## src/rtl/priority_encoder_rr_if.sv

```systemverilog
// Request/index handshake bundle for priority_encoder_rr.
// The slave side is the encoder; the master side is the request source and index consumer.
interface priority_encoder_rr_if #(
    parameter int N = 8
);
    localparam int W = $clog2(N);

    logic [N-1:0] a;
    logic         a_valid;
    logic         a_ready;
    logic [W-1:0] y;
    logic         y_valid;
    logic         y_ready;
    logic         last;

    modport master (
        output a, a_valid, y_ready,
        input  a_ready, y, y_valid, last
    );

    modport slave (
        input  a, a_valid, y_ready,
        output a_ready, y, y_valid, last
    );
endinterface

```

## src/rtl/priority_encoder_rr.sv

```systemverilog
// Latches an N-bit request vector and emits the index of every set bit, one per
// output handshake, highest-first (MODE=0) or round-robin from a rotating pointer (MODE=1).
module priority_encoder_rr #(
    parameter int N    = 8,
    parameter int MODE = 0
) (
    input  logic                 clk,
    input  logic                 rst,
    input  logic                 enable,
    priority_encoder_rr_if.slave bus,
    output logic                 zero_seen,
    output logic                 busy
);
    localparam int W = $clog2(N);

    logic [N-1:0] p_q, p_d;
    logic [W-1:0] ptr_q, ptr_d;
    logic         zero_seen_q, zero_seen_d;

    logic [W-1:0] sel_hi, sel_lo, sel_ge, sel_rr, sel;
    logic         found_ge;
    logic         pend, one_left, accept, out_hs;

    // Ascending scan leaves the highest set index in sel_hi; the descending scan
    // leaves the lowest set index overall and the lowest one at or above ptr.
    always_comb begin
        sel_hi   = '0;
        sel_lo   = '0;
        sel_ge   = '0;
        found_ge = 1'b0;
        for (int i = 0; i < N; i++) begin
            if (p_q[i]) sel_hi = W'(i);
        end
        for (int i = N - 1; i >= 0; i--) begin
            if (p_q[i]) begin
                sel_lo = W'(i);
                if (i >= int'(ptr_q)) begin
                    sel_ge   = W'(i);
                    found_ge = 1'b1;
                end
            end
        end
        sel_rr = found_ge ? sel_ge : sel_lo;
        sel    = (MODE == 1) ? sel_rr : sel_hi;
    end

    assign pend     = |p_q;
    assign one_left = pend && ((p_q & (p_q - N'(1))) == '0);
    assign accept   = enable && !pend && bus.a_valid;
    assign out_hs   = enable && pend && bus.y_ready;

    assign bus.a_ready = enable && !pend;
    assign bus.y_valid = enable && pend;
    assign bus.y       = sel;
    assign bus.last    = enable && pend && one_left;
    assign busy        = pend;
    assign zero_seen   = zero_seen_q;

    // Accept and output handshake never coincide: one needs p empty, the other non-empty.
    always_comb begin
        p_d         = p_q;
        ptr_d       = ptr_q;
        zero_seen_d = zero_seen_q;
        if (enable) begin
            zero_seen_d = accept && (bus.a == '0);
            if (accept) begin
                p_d = bus.a;
            end else if (out_hs) begin
                p_d[sel] = 1'b0;
                if (MODE == 1) begin
                    ptr_d = (int'(sel) == N - 1) ? '0 : sel + W'(1);
                end
            end
        end
    end

    always_ff @(posedge clk or posedge rst) begin
        if (rst) begin
            p_q         <= '0;
            ptr_q       <= '0;
            zero_seen_q <= 1'b0;
        end else begin
            p_q         <= p_d;
            ptr_q       <= ptr_d;
            zero_seen_q <= zero_seen_d;
        end
    end
endmodule

```

## src/flat_wrapper.sv

```systemverilog
// flat-port wrapper written by rule: the top's interface ports become plain ports
module priority_encoder_rr_flat 
#(
    parameter int N    = 8,
    parameter int MODE = 0
)
  (clk, rst, enable, zero_seen, busy, bus_a, bus_a_valid, bus_y_ready, bus_a_ready, bus_y, bus_y_valid, bus_last);
  priority_encoder_rr_if #(.N(N)) bus_i ();
  input  logic clk;
  input  logic rst;
  input  logic enable;
  output logic zero_seen;
  output logic busy;
  input wire logic [$bits(bus_i.a)-1:0] bus_a;
  input wire logic [$bits(bus_i.a_valid)-1:0] bus_a_valid;
  input wire logic [$bits(bus_i.y_ready)-1:0] bus_y_ready;
  output wire logic [$bits(bus_i.a_ready)-1:0] bus_a_ready;
  output wire logic [$bits(bus_i.y)-1:0] bus_y;
  output wire logic [$bits(bus_i.y_valid)-1:0] bus_y_valid;
  output wire logic [$bits(bus_i.last)-1:0] bus_last;
  assign bus_i.a = bus_a;
  assign bus_i.a_valid = bus_a_valid;
  assign bus_i.y_ready = bus_y_ready;
  assign bus_a_ready = bus_i.a_ready;
  assign bus_y = bus_i.y;
  assign bus_y_valid = bus_i.y_valid;
  assign bus_last = bus_i.last;
  priority_encoder_rr #(.N(N), .MODE(MODE)) u_core (.clk(clk), .rst(rst), .enable(enable), .bus(bus_i), .zero_seen(zero_seen), .busy(busy));
endmodule
```

## config.mk

```make
export PLATFORM = sky130hd
export DESIGN_NAME = priority_encoder_rr_flat
export DESIGN_NICKNAME = d
export VERILOG_FILES = /design/src/rtl/priority_encoder_rr_if.sv /design/src/rtl/priority_encoder_rr.sv /design/src/flat_wrapper.sv
export SDC_FILE = /design/constraint.sdc
export NUM_CORES = 1
export LEC_CHECK = 0
export ABC_AREA = 0
export BUFFER_PORTS_ARGS = -buffer_cell sky130_fd_sc_hd__buf_2
export CORE_MARGIN = 5
export CORE_UTILIZATION = 35
export CTS_CLUSTER_SIZE = 40
export DETAILED_ROUTE_END_ITERATION = 10
export GPL_ROUTABILITY_DRIVEN = 0
export HOLD_SLACK_MARGIN = 0.1
export SYNTH_ARGS = -nofsm -noshare
export SYNTH_HDL_FRONTEND = slang
export SYNTH_SLANG_ARGS = --single-unit
export TNS_END_PERCENT = 10
```

## constraint.sdc

```tcl
create_clock -name clk -period 1.7 [get_ports clk]
set_input_delay 0.17 -clock clk [delete_from_list [all_inputs] [get_ports clk]]
set_output_delay 0.17 -clock clk [all_outputs]
set_load 0.01 [all_outputs]
```

### Word level (Yosys, flattened, before mapping)

Index checks and enable logic that the tools add are counted.
W data, S select, Z words.

| operators by class | value |
|---|---|
| reductions and logical operators | 14 |
| $add $sub $neg | 1 |
| order comparisons | 2 |
| bitwise gates (word level) | 3 |
| multiplexer cells | 11 |

Operators with widths:

| kind | count |
|---|---|
| $and A8 B8 Y8 | 2 |
| $logic_not A8 Y1 | 2 |
| $mux W8 | 2 |
| $mux W3 | 4 |
| $logic_and A1 B1 Y1 | 8 |
| $not A8 Y8 | 1 |
| $reduce_or A8 Y1 | 1 |
| $sub A8 B1 Y8 const B | 1 |
| $lt A3 B4 Y1 const B | 1 |
| $mux W2 | 2 |
| $demux W1 S3 | 1 |
| $ge A3 B1 Y1 const B | 1 |
| $mux W1 | 2 |
| $reduce_and A2 Y1 | 1 |
| $reduce_bool A2 Y1 | 1 |
| $logic_not A1 Y1 | 1 |

| storage, ports and cells | value |
|---|---|
| input bits | 13 |
| bits in registers | 9 |
| word-level logic and storage cells | 33 |
| output and inout port bits | 8 |

### Depth between registers and ports, before layout

| depth | value |
|---|---|
| depth in word-level cells | 15 |
| mapped depth | 5 |
| gate-level depth less buffers | 5 |

### Worst setup path before layout

OpenSTA, ideal clock, no wires.

| timing path | value |
|---|---|
| path kind | register to output |
| from | register u_core.p_q[1] |
| to | output bus_last |
| data arrival time | 1411 ps |
| stages on the path, launching flop included | 5 |
| path buffers | 0 |
| data required time | 1530 ps |
| slack | 119 ps |
| path through | dfrtp_1 -> nor4_4 -> nand4_1 -> and4_1 -> a21oi_1 |

| on the way | value |
|---|---|
| cells in the longest elaborated chain, start to end | 5 |
| elaborated cells on any way between the ends | 7 |
| those cells by class | 1 x add/sub; 1 x bitwise; 5 x reduce/logical |

Ends and longest elaborated chain:

| element | RTL line | RTL |
|---|---|---|
| start: declaration | priority_encoder_rr.sv:16 | `logic [N-1:0] p_q, p_d;` |
| start signal: assignment | priority_encoder_rr.sv:83 | `p_q <= p_d;` |
| $sub A8 B1 Y8 | priority_encoder_rr.sv:48 | `assign one_left = pend && ((p_q & (p_q - N'(1))) == '0);` |
| $and A8 B8 Y8 | priority_encoder_rr.sv:48 |  |
| $logic_not A8 Y1 | priority_encoder_rr.sv:48 |  |
| $logic_and A1 B1 Y1 | priority_encoder_rr.sv:48 |  |
| $logic_and A1 B1 Y1 * | priority_encoder_rr.sv:55 | `assign bus.last = enable && pend && one_left;` |
| end: declaration | flat_wrapper.sv:20 | `output wire logic [$bits(bus_i.last)-1:0] bus_last;` |

Mark *: on every way between the ends. The rest lies on a longest branch, timed or not.

### Worst setup path after layout

Same ends and word-level chain as after synthesis.

==> run summary <==
For the maximum buffer depth of the clock tree, the log shows 2. Cells with a size suffix above 1 make up 45.79% of the layout. In the layout the commonest cells are 20 x sky130_fd_sc_hd__buf_2, 12 x sky130_fd_sc_hd__nand2_1, 10 x sky130_fd_sc_hd__buf_4, 7 x sky130_fd_sc_hd__dfrtp_1, 5 x sky130_fd_sc_hd__inv_1.

TritonCTS built the clock tree. The count of buffers added on input and output ports is 20. Synthesized-area fraction occupied by ao, oa, aoi and oai cells: 17.61%. The number of vias after detailed routing is 681. The number of antenna violations at the first check in global routing was 0. The run gives 0 as the global-route congestion overflow total.

The startpoint-to-endpoint class of the critical path was reg2out. For this design the ratio of total power to cell area is 2203 mW/mm^2. The clock root buffer master was sky130_fd_sc_hd__clkbuf_4. The worst endpoint data arrival time was 1.81 ns. Summed over all layers, the routed wires come to 1889 um. Setup repair after global routing could not meet its margin everywhere. Setup violations remaining at the end of the flow were counted as 4. After synthesis the netlist holds a flip-flop and latch count of 9. The run gives 70 as the post-synthesis instance total. Global routing consumed, over all layers together, 16.68% of the routing resources. Yosys printed 0 warnings. After synthesis, the largest family of logic cells by area is simple AND/OR/NAND/NOR gates. Critical-path cell with the highest stage delay: sky130_fd_sc_hd__dfrtp_2. The DRC violations left is 0, and the number of cells after detailed placement is 122. Wire segments on met2 add up to 1015 um in the final route. The net count reported at finish is 121.

The tools report the synthesized area as 618.1 sq um. Of the synthesized area, sequential elements account for 36.44%. For this design, the sink count on the clock tree is 9.

Wire segments on met3 add up to 103 um in the final route. The logs give 712 for the number of global-route vias before repair and -0.2837 ns for the final worst setup slack. Dividing the synthesized area by the synthesized cell count gives 8.830 sq um. Maximum resistive drop on vdd: 0.0008598 V.

In this run the remaining antenna-violating nets after routing total 0. For the setup skew after layout, the log shows 0.005375 ns. Starting density of the core: 36.19%. The run gives 3201 um as the first-pass GRT wire length. The library cell used most frequently in the layout, excluding fill and tap cells, is sky130_fd_sc_hd__buf_2.

The overall die area is 0.002707 sq mm, and the adder and majority cell fraction of the synthesized area is 0%. The highest layer touched by signal routing is met4. In the synthesized netlist, mux cells make up 0% of the area. Compared with the post-synthesis result, the final layout area differs by 45.55%.

The logs give 0 for the final max-slew violation count and 0.4294 nW for the static power due to leakage. The post-synthesis xor/xnor area fraction is 0%. In this run the register-to-register setup slack is 0.05 ns.

0 antenna diodes ended up in the layout. Timing would allow up to 504.1 MHz. Counting both buffers and inverters, the worst setup path holds a total of 2. In the routed layout, each cell is associated on average with a via count of 5.159.

For the sum of net half-perimeters after detailed placement, the log shows 1423 um. At the later pin of the worst-skew pair, clock insertion delay measures 0.27 ns. The core region is 0.001708 sq mm. The tightest min-delay check is of the in2reg type. Clock-pin slew was measured on the worst setup and hold paths at 0.06 ns. Dividing the final minimum period by the clock period gives 116.7%. The signal on the critical path passes through buf_6 > nor4_4 > nand4b_1 > and4_1 > a21oi_2 > buf_2. Summing the areas of all and, or, nand and nor instances in the mapped netlist gives 41.90% of the synthesized area. The detailed router finished its first iteration with 15 violations.

Entering global routing, the biggest net connects 10 pins. The tools report the number of endpoints with negative hold slack in the final report as 0. The flow ran to the end, but the final reports show violations. The die height was 52.03 um; the number of standard cells in the layout, taps in and fillers out was 132. Detailed-router iteration count before antenna repair: 4.

The utilization of the core after routing was 52.67%. The final critical delay including setup and external delays works out to 1.984 ns. For the number of core rows, the log shows 15.

For the pin with the worst max-slew slack, the measured transition is 0.3742 ns. In this run the number of cells on the critical path is 6. The worst pin sits at a relative slew slack of 74.87%. The startpoint of the lowest-slack register-to-register path is u_core.p_q[1]$_DFFE_PP0P_. Synthesis instantiated 24 different standard cells from the library. The wire length on met1 is 748 um, and the peak per-stage delay on the critical path is 0.42 ns.

In this run the worst path has a maximum fanout of 5. The number of max-cap violations was 0; the length in cells of the worst reg-to-reg path was 7. The critical path starts at u_core.p_q[1]$_DFFE_PP0P_.

Measured along the x axis, the die boundary spans 52.03 um. In this run the worst setup path terminates at bus_last. The number of fillers in the final layout is 177.

The endpoint kind of the worst setup timing path is a primary output. The launch point of the worst hold path is bus_a[4]. Startpoint class of the critical path: a flip-flop. The checks that failed: setup timing. The number of nets handed over by synthesis was 83. The routed wirelength normalized by instance count came out at 14.31 um. STA puts the critical path data required time at 1.53 ns.

The endpoint identified for the worst register-to-register timing path is u_core.p_q[3]$_DFFE_PP0P_. Count of boundary I/O pins: 21. Dominant delay contributor by cell family on the critical path: simple AND/OR/NAND/NOR gates.

The H-tree level count is 1. The tools report the number of buffers created by CTS as 3.
per-layer routing:
layer / track usage, % / vias to the layer above
met3: 7.163 / 5
met2: 29.92 / 18
li1: - / 330
met5: 0 / -
met4: 6.987 / 0
met1: 16.52 / 328
power by group:
group          internal [W]  leakage [nW]  switching (W)
clock network     0.0000907        0.0150      0.0000799
registers          0.000303         0.116       0.000118
logic              0.000663         0.298       0.000727
total               0.00106         0.429       0.000925
worst min-delay path by stage:
stage                     slack, ns                   endpoint  cells past startpoint
after floorplan              -0.002  u_core.p_q[0]$_DFFE_PP0P_                      1
after global placement         0.15  u_core.p_q[2]$_DFFE_PP0P_                      2
after detailed placement       0.16  u_core.p_q[2]$_DFFE_PP0P_                      2
after CTS                      0.11  u_core.p_q[4]$_DFFE_PP0P_                      3
after global routing           0.13  u_core.p_q[4]$_DFFE_PP0P_                      3
final                          0.11  u_core.p_q[4]$_DFFE_PP0P_                      3
state kept, by name, indices dropped and copies added (netlist names):
register,count
u_core.p_q,8
u_core.zero_seen,1
worst register-to-register path, cell delays in order (launching register included):
cell and delay, ns:
sky130_fd_sc_hd__dfrtp_2 0.42, sky130_fd_sc_hd__buf_6 0.13, sky130_fd_sc_hd__nor4_4 0.41, sky130_fd_sc_hd__buf_4 0.18, sky130_fd_sc_hd__buf_6 0.10, sky130_fd_sc_hd__nor3_1 0.06
sky130_fd_sc_hd__a21boi_0 0.14, sky130_fd_sc_hd__o21ai_1 0.14
area by class of cell:
class | count | area [sq um] | share of cell area, %
sequential | 9 | 227.7 | 25.31
clock buffer | 4 | 26.28 | 2.921
multi-input combinational | 55 | 381.6 | 42.42
inverter | 6 | 25.02 | 2.782
tap | 25 | 31.28 | 3.477
timing repair buffer | 33 | 207.7 | 23.09
kinds of logic after synthesis:
logic type             count (synthesis)
AO/OA/AOI/OAI                         17
AND/OR/NAND/NOR                       38
flip-flops                             9
buffers and inverters                  6
what timing repair did:
action                                  CTS  global route
resized for setup                         4             4
pin swaps                                 5             3
endpoints found under the setup margin    3             6
setup buffers                             4             1
hold buffers                              1             0
endpoints found under the hold margin     9             0
cells in the mapped netlist:
library cell,count,area (sq um)
sky130_fd_sc_hd__nand3_1,4,20.02
sky130_fd_sc_hd__dfrtp_1,9,225.2
sky130_fd_sc_hd__nand4b_1,3,26.28
sky130_fd_sc_hd__a21oi_1,3,15.01
sky130_fd_sc_hd__nor4_4,3,63.81
sky130_fd_sc_hd__o21ai_0,3,15.01
sky130_fd_sc_hd__and3_1,1,6.260
sky130_fd_sc_hd__or2_2,1,6.260
sky130_fd_sc_hd__nor2_1,4,15.01
sky130_fd_sc_hd__and4_1,1,8.760
sky130_fd_sc_hd__a21o_2,1,8.760
sky130_fd_sc_hd__a21boi_0,2,15.01
sky130_fd_sc_hd__inv_1,5,18.77
sky130_fd_sc_hd__nor3_1,1,5.000
sky130_fd_sc_hd__nand4_1,1,6.260
sky130_fd_sc_hd__nor4_1,2,12.51
sky130_fd_sc_hd__nor2b_1,1,6.260
sky130_fd_sc_hd__nor3_4,1,16.27
sky130_fd_sc_hd__a22o_1,4,35.03
sky130_fd_sc_hd__inv_4,1,6.260
sky130_fd_sc_hd__o21ai_1,4,20.02
sky130_fd_sc_hd__or4_4,1,11.26
sky130_fd_sc_hd__and2_1,1,6.260
sky130_fd_sc_hd__nand2_1,13,48.80
through the flow:
stage | total power, W | setup TNS, ns | hold WS [ns] | setup slack, ns | instance area [sq um]
floorplan | 0.001160 | 0 | -0.002082 | 0.1191 | 618.1
global placement | 0.001611 | 0 | 0.1458 | 0.08730 | 802.0
detailed placement | 0.001627 | 0 | 0.1556 | 0.05203 | 802.0
CTS | 0.001904 | -0.3558 | 0.1080 | -0.1998 | 877.1
global route | 0.002140 | -1.284 | 0.1283 | -0.3790 | 899.6
finish | 0.001982 | -0.8454 | 0.1137 | -0.2837 | 899.6
(Power assumes the default switching activity.)
